[src/rtl/alu_pipe.sv]
// Registered accumulator ALU with carry flag, valid/ready handshake and a
// multi-cycle shift-add unsigned multiply.
package typedefs;
   typedef enum logic [3:0] {
      OP_HLT = 4'd0,
      OP_SKZ = 4'd1,
      OP_ADD = 4'd2,
      OP_AND = 4'd3,
      OP_XOR = 4'd4,
      OP_LDA = 4'd5,
      OP_STO = 4'd6,
      OP_JMP = 4'd7,
      OP_ADC = 4'd8,
      OP_SUB = 4'd9,
      OP_SHL = 4'd10,
      OP_SHR = 4'd11,
      OP_MUL = 4'd12,
      OP_OR  = 4'd13,
      OP_NOT = 4'd14,
      OP_RSV = 4'd15
   } opcode4_t;

   typedef enum logic [1:0] {
      ST_IDLE     = 2'd0,
      ST_MUL_BUSY = 2'd1
   } alu_state_t;
endpackage

module alu_pipe
   import typedefs::*;
#(
   parameter  int WIDTH = 8,
   localparam int CNT_W = $clog2(WIDTH + 1)
) (
   input  logic       clk,
   input  logic       rst_,
   alu_pipe_if.slave  bus
);

   alu_state_t         state;
   opcode4_t           op;
   logic               accept;

   logic [WIDTH-1:0]   out_q;
   logic               out_valid_q;
   logic               carry_q;
   logic [WIDTH-1:0]   mul_hi_q;

   logic [WIDTH-1:0]   mcand;
   logic [2*WIDTH-1:0] prod;
   logic [CNT_W-1:0]   count;

   logic [WIDTH:0]     sum_ext;
   logic [WIDTH-1:0]   alu_res;
   logic               alu_carry;

   logic [WIDTH:0]     mul_sum;
   logic [2*WIDTH-1:0] prod_next;

   assign op             = opcode4_t'(bus.opcode);
   assign bus.in_ready   = (state == ST_IDLE);
   assign accept         = bus.in_valid && bus.in_ready;

   assign bus.out        = out_q;
   assign bus.out_valid  = out_valid_q;
   assign bus.carry      = carry_q;
   assign bus.mul_hi     = mul_hi_q;
   assign bus.fsm_state  = state;
   assign bus.zero       = (bus.accum == '0);

   // Single-cycle result path; ops that do not write carry leave it as registered.
   always_comb begin
      sum_ext   = {1'b0, bus.accum} + {1'b0, bus.data}
                + {{WIDTH{1'b0}}, (op == OP_ADC) & carry_q};
      alu_res   = bus.accum;
      alu_carry = carry_q;
      case (op)
         OP_ADD, OP_ADC: begin
            alu_res   = sum_ext[WIDTH-1:0];
            alu_carry = sum_ext[WIDTH];
         end
         OP_AND: alu_res = bus.accum & bus.data;
         OP_XOR: alu_res = bus.accum ^ bus.data;
         OP_OR:  alu_res = bus.accum | bus.data;
         OP_LDA: alu_res = bus.data;
         OP_NOT: alu_res = ~bus.accum;
         OP_SUB: begin
            alu_res   = bus.accum - bus.data;
            alu_carry = (bus.accum < bus.data);
         end
         OP_SHL: {alu_carry, alu_res} = {bus.accum, 1'b0};
         OP_SHR: {alu_res, alu_carry} = {1'b0, bus.accum};
         default: begin
            alu_res   = bus.accum;
            alu_carry = carry_q;
         end
      endcase
   end

   // The multiplier rides in the low half of prod and is shifted out as the
   // partial product is shifted in, so the low half needs no separate clear.
   always_comb begin
      mul_sum   = {1'b0, prod[2*WIDTH-1:WIDTH]}
                + (prod[0] ? {1'b0, mcand} : {(WIDTH+1){1'b0}});
      prod_next = {mul_sum, prod[WIDTH-1:1]};
   end

   always_ff @(posedge clk or negedge rst_) begin
      if (!rst_) begin
         state       <= ST_IDLE;
         out_q       <= '0;
         out_valid_q <= 1'b0;
         carry_q     <= 1'b0;
         mul_hi_q    <= '0;
         mcand       <= '0;
         prod        <= '0;
         count       <= '0;
      end else begin
         out_valid_q <= 1'b0;
         case (state)
            ST_IDLE: begin
               if (accept) begin
                  if (op == OP_MUL) begin
                     state <= ST_MUL_BUSY;
                     mcand <= bus.accum;
                     prod  <= {{WIDTH{1'b0}}, bus.data};
                     count <= CNT_W'(WIDTH);
                  end else begin
                     out_q       <= alu_res;
                     carry_q     <= alu_carry;
                     out_valid_q <= 1'b1;
                  end
               end
            end
            ST_MUL_BUSY: begin
               prod  <= prod_next;
               count <= count - 1'b1;
               // Last iteration: publish straight from prod_next so the result
               // appears on the same edge the counter reaches zero.
               if (count == CNT_W'(1)) begin
                  out_q       <= prod_next[WIDTH-1:0];
                  mul_hi_q    <= prod_next[2*WIDTH-1:WIDTH];
                  carry_q     <= |prod_next[2*WIDTH-1:WIDTH];
                  out_valid_q <= 1'b1;
                  state       <= ST_IDLE;
               end
            end
            default: state <= ST_IDLE;
         endcase
      end
   end

endmodule

[src/rtl/alu_pipe_if.sv]
// Operand/result bundle between the datapath registers and alu_pipe.
// Carries the operation handshake, the registered results and an FSM debug tap.
interface alu_pipe_if #(
   parameter int WIDTH = 8
);
   // Handshake: an operation transfers on a rising clk edge where in_valid && in_ready.
   // in_valid without in_ready is dropped (not queued); out_valid is a one-cycle pulse
   // marking the cycle in which out/carry/mul_hi carry the result of a finished operation.
   logic [WIDTH-1:0] accum;
   logic [WIDTH-1:0] data;
   logic [3:0]       opcode;
   logic             in_valid;
   logic             in_ready;
   logic [WIDTH-1:0] out;
   logic             out_valid;
   logic             carry;
   logic [WIDTH-1:0] mul_hi;
   logic             zero;
   logic [1:0]       fsm_state;

   modport master (
      output accum, data, opcode, in_valid,
      input  in_ready, out, out_valid, carry, mul_hi, zero, fsm_state
   );

   modport slave (
      input  accum, data, opcode, in_valid,
      output in_ready, out, out_valid, carry, mul_hi, zero, fsm_state
   );
endinterface

[src/flat_wrapper.sv]
// flat-port wrapper written by rule: the top's interface ports become plain ports
module alu_pipe_flat import typedefs::*;
#(
   parameter  int WIDTH = 8,
   localparam int CNT_W = $clog2(WIDTH + 1)
)
  (clk, rst_, bus_accum, bus_data, bus_opcode, bus_in_valid, bus_in_ready, bus_out, bus_out_valid, bus_carry, bus_mul_hi, bus_zero, bus_fsm_state);
  alu_pipe_if #(.WIDTH(WIDTH)) bus_i ();
  input  logic clk;
  input  logic rst_;
  input wire logic [$bits(bus_i.accum)-1:0] bus_accum;
  input wire logic [$bits(bus_i.data)-1:0] bus_data;
  input wire logic [$bits(bus_i.opcode)-1:0] bus_opcode;
  input wire logic [$bits(bus_i.in_valid)-1:0] bus_in_valid;
  output wire logic [$bits(bus_i.in_ready)-1:0] bus_in_ready;
  output wire logic [$bits(bus_i.out)-1:0] bus_out;
  output wire logic [$bits(bus_i.out_valid)-1:0] bus_out_valid;
  output wire logic [$bits(bus_i.carry)-1:0] bus_carry;
  output wire logic [$bits(bus_i.mul_hi)-1:0] bus_mul_hi;
  output wire logic [$bits(bus_i.zero)-1:0] bus_zero;
  output wire logic [$bits(bus_i.fsm_state)-1:0] bus_fsm_state;
  assign bus_i.accum = bus_accum;
  assign bus_i.data = bus_data;
  assign bus_i.opcode = bus_opcode;
  assign bus_i.in_valid = bus_in_valid;
  assign bus_in_ready = bus_i.in_ready;
  assign bus_out = bus_i.out;
  assign bus_out_valid = bus_i.out_valid;
  assign bus_carry = bus_i.carry;
  assign bus_mul_hi = bus_i.mul_hi;
  assign bus_zero = bus_i.zero;
  assign bus_fsm_state = bus_i.fsm_state;
  alu_pipe #(.WIDTH(WIDTH)) u_core (.clk(clk), .rst_(rst_), .bus(bus_i));
endmodule
[config.mk]
export PLATFORM = sky130hd
export DESIGN_NAME = alu_pipe_flat
export DESIGN_NICKNAME = d
export VERILOG_FILES = /design/src/rtl/alu_pipe.sv /design/src/rtl/alu_pipe_if.sv /design/src/flat_wrapper.sv
export SDC_FILE = /design/constraint.sdc
export NUM_CORES = 1
export LEC_CHECK = 0
export ABC_AREA = 1
export BUFFER_PORTS_ARGS = -buffer_cell sky130_fd_sc_hd__buf_2
export CAP_MARGIN = 20
export CORE_MARGIN = 5
export CORE_UTILIZATION = 30
export CTS_CLUSTER_SIZE = 25
export DETAILED_ROUTE_END_ITERATION = 8
export SKIP_LAST_GASP = 1
export SLEW_MARGIN = 20
export SYNTH_ARGS = -nofsm -noshare
export SYNTH_HDL_FRONTEND = slang
export SYNTH_SLANG_ARGS = --single-unit
[constraint.sdc]
create_clock -name clk -period 2.9 [get_ports clk]
set_input_delay 0.435 -clock clk [delete_from_list [all_inputs] [get_ports clk]]
set_output_delay 0.435 -clock clk [all_outputs]
set_load 0.02 [all_outputs]
==> results.json <==
{
  "syn-instance-count": 625,
  "initial_core_util": 0.306,
  "syn_area_mm2": 0.00407,
  "max-slew-margin-rel": 0.467,
  "timing.fmax_mhz": 427,
  "die_w_um": 126,
  "synthAdderAreaFrac": 0.124,
  "p_leak_nw": 2.48,
  "worstPathArrival_ns": 2.53,
  "crit_type": "reg2reg",
  "multi_input_area_mm2": 0.00246,
  "fillers": 1468,
  "cpMostUsedCell": "nand2_1",
  "worst_slack_ns": 0.558,
  "cp_slowest_cell": "dfrtp_1",
  "synth_seq_cells": 47,
  "drc": 0,
  "outcome": "complete, no violations",
  "synth_mux_area_frac": 0,
  "postCtsSetupBuffers": 0,
  "r2r_slack_ns": 0.56,
  "cts-buffers-inserted": 5,
  "period_share": 0.807,
  "r2r_cells": 15,
  "yosysWarningCount": 0,
  "synth_async_sr_flop_share": 1.00,
  "grt_pass1_vias": 4170,
  "worstSkewPairLatency_ns": 0.29,
  "maxCapViolCount": 0,
  "antenna_left": 0,
  "crit_path_start": "u_core.prod[0]$_DFFE_PN0P_",
  "report.final.slew_viol_count": 0,
  "finalSetupViolations": 0,
  "first_iter_violations": 248,
  "wirelength_um": 12400,
  "final_nets": 731,
  "critPathRequiredTime_ns": 3.09,
  "worstMarginPinSlew_ns": 0.798,
  "place.gp.congestion": 0.963,
  "diodes": 0,
  "synth_cell_types": 35,
  "yosysSeqAreaShare": 0.289,
  "powerDensity_mw_per_mm2": 693,
  "vias": 4171,
  "cts_sinks": 47,
  "avgSynthCellArea_um2": 6.51,
  "io_buffers": 43,
  "post-place-ws_ns": 0.353,
  "areaGrowthSynthToFinish_pct": 14.4,
  "grt_max_degree": 48,
  "drive_gt1_frac": 0.110,
  "path_cells": "nand2_1 > inv_1 > ha_1 > inv_1 > fa_1 > inv_1 > nand2_1 > nand2_1 > nand2_1 > nand2_1 > nand3_1 > nor2_1 > nand4_1 > nand2_1 > nand2_1",
  "synth_compound_area_frac": 0.147,
  "path_max_fanout": 9,
  "postCtsHoldBufs": 0,
  "rsz0062_at_grt": "no",
  "critPathLaunchType": "flip-flop",
  "cts_root_buf": "clkbuf_16",
  "hold_viol_final": 0,
  "synth_xor_xnor_area_share": 0.00431,
  "worstReg2RegStart": "u_core.prod[0]$_DFFE_PN0P_",
  "top_level_ports": 45,
  "timing.critical_path.to_type": "flip-flop",
  "die_h_um": 126,
  "dp_hpwl_um": 9580,
  "p_total_mw": 3.22,
  "placementRows": 42,
  "clock_skew_ns": 0.00567,
  "yosys.area_share.simple": 0.329,
  "first_pass_iters": 5,
  "cts_tree": "yes",
  "dieArea_mm2": 0.0160,
  "syn-num-nets": 686,
  "clock_path_buffers": 2,
  "antenna_found_initial": 0,
  "hp-class": "in2async",
  "rr_endpoint": "u_core.bus.carry$_DFFE_PN0P_",
  "synth-main-ff-cell": "dfrtp_1",
  "vdd_drop_max_mv": 0.289,
  "synth_top_family_by_area": "simple AND/OR/NAND/NOR gates",
  "period_minus_slack_ns": 2.34,
  "setup_tns_ns": 0,
  "overflow": 0,
  "routedWlPerCell_um": 14.6,
  "synth-edff-count": 0,
  "via_per_inst": 4.92,
  "core_mm2": 0.0133,
  "htree_levels": 2,
  "grt_first_pass_wirelength_um": 20700,
  "clkTransAtPathRegs_ns": 0.07,
  "final-seq-area_mm2": 0.00118,
  "cts_resized": 0,
  "grt_util_all_layers": 0.157,
  "max_stage_delay_ns": 0.52
}
[placed cells by master (no fill, tap or decap), drive strengths merged, types with 2 or more instances in the layout]
cell type / Yosys / final
nor3: 4 / 4
inv: 96 / 96
a21oi: 37 / 37
dfrtp: 47 / 47
o211ai: 9 / 9
nand4: 12 / 12
o22ai: 9 / 9
nor2: 75 / 75
nand3: 45 / 45
o21bai: 4 / 4
ha: 34 / 34
buf: 8 / 53
clkbuf: 7 / 6
fa: 4 / 4
a31oi: 2 / 2
nand3b: 3 / 3
nand2: 178 / 178
o21ai: 42 / 42
[worst max-delay path, delay by kind of cell, from the launching register on]
kind                     cells  cell delay, ns
adder cells (fa/ha/maj)      2            0.59
flip-flops                   1            0.52
AND/OR/NAND/NOR             10            0.90
buffers and inverters        3            0.24
[state kept, by name, summed over array words and instances (netlist names)]
signal	cells
u_core.mcand	8
u_core.count	4
u_core.bus.carry	1
u_core.bus.out_valid	1
u_core.bus.fsm_state	1
u_core.bus.out	8
u_core.bus.mul_hi	8
u_core.prod	16
[worst max path at each step]
stage	depth (start not counted)	slack (ns)	to
final	15	0.56	u_core.bus.carry$_DFFE_PN0P_
after global routing	15	0.35	u_core.bus.carry$_DFFE_PN0P_
after CTS	15	0.57	u_core.bus.carry$_DFFE_PN0P_
after floorplan	13	0.62	u_core.bus.out[4]$_DFFE_PN0P_
after detailed placement	14	0.35	u_core.bus.out[4]$_DFFE_PN0P_
after global placement	14	0.39	u_core.bus.out[4]$_DFFE_PN0P_
[synth_stat cells (2+ instances only)]
library cell	number	area [um^2]
o21bai_1	4	30.0
nand4_1	12	75.1
clkbuf_1	7	26.3
nand3_1	45	225
dfrtp_1	47	1180
a31oi_1	2	12.5
ha_1	34	425
inv_2	5	18.8
nand3b_1	3	22.5
a21oi_1	35	175
nor2_1	69	259
buf_2	7	35.0
nor2_2	5	31.3
inv_1	91	342
fa_1	4	80.1
o22ai_1	9	56.3
nand2_1	178	668
nor3_1	4	20.0
o21ai_1	4	20.0
o21ai_0	37	185
o211ai_1	9	67.6
[logic make-up after synthesis]
family          count (synthesis)
compound gates                105
xor+xnor                        2
fa+ha+maj                      38
buf+inv                       111
flops                          47
other cells                     1
simple gates                  321
[through the flow]
stage | hold WS, ns | instance area (um^2) | util | std cells
floorplan | 0.139 | 4070 | - | 625
global placement | 0.462 | 4510 | 0.339 | 839
detailed placement | 0.473 | 4510 | 0.339 | 839
CTS | 0.378 | 4650 | 0.350 | 847
global route | 0.226 | 4650 | 0.350 | 847
finish | 0.144 | 4650 | 0.350 | 847
[layer usage]
| metal | track usage | part of all wire |
|---|---|---|
| met1 | 0.213 | 0.46 |
| met2 | 0.258 | 0.46 |
| met3 | 0.0214 | 0.052 |
| met4 | 0.0492 | 0.026 |
| met5 | 0 | 0 |
[final cells by class]
class                           count  share of cell area
Sequential cell                    47               0.253
Tap cell                          176              0.0473
Clock inverter                      2             0.00269
Clock buffer                        6              0.0277
Inverter                           96              0.0774
Timing Repair Buffer               53              0.0629
Multi-Input combinational cell    467               0.529
[report_power, final]
part	internal (mW)	switching (mW)	total [mW]
Combinational	0.530	1.00	1.53
Sequential	0.927	0.192	1.12
Clock	0.319	0.253	0.571
(Power assumes the default switching activity.)
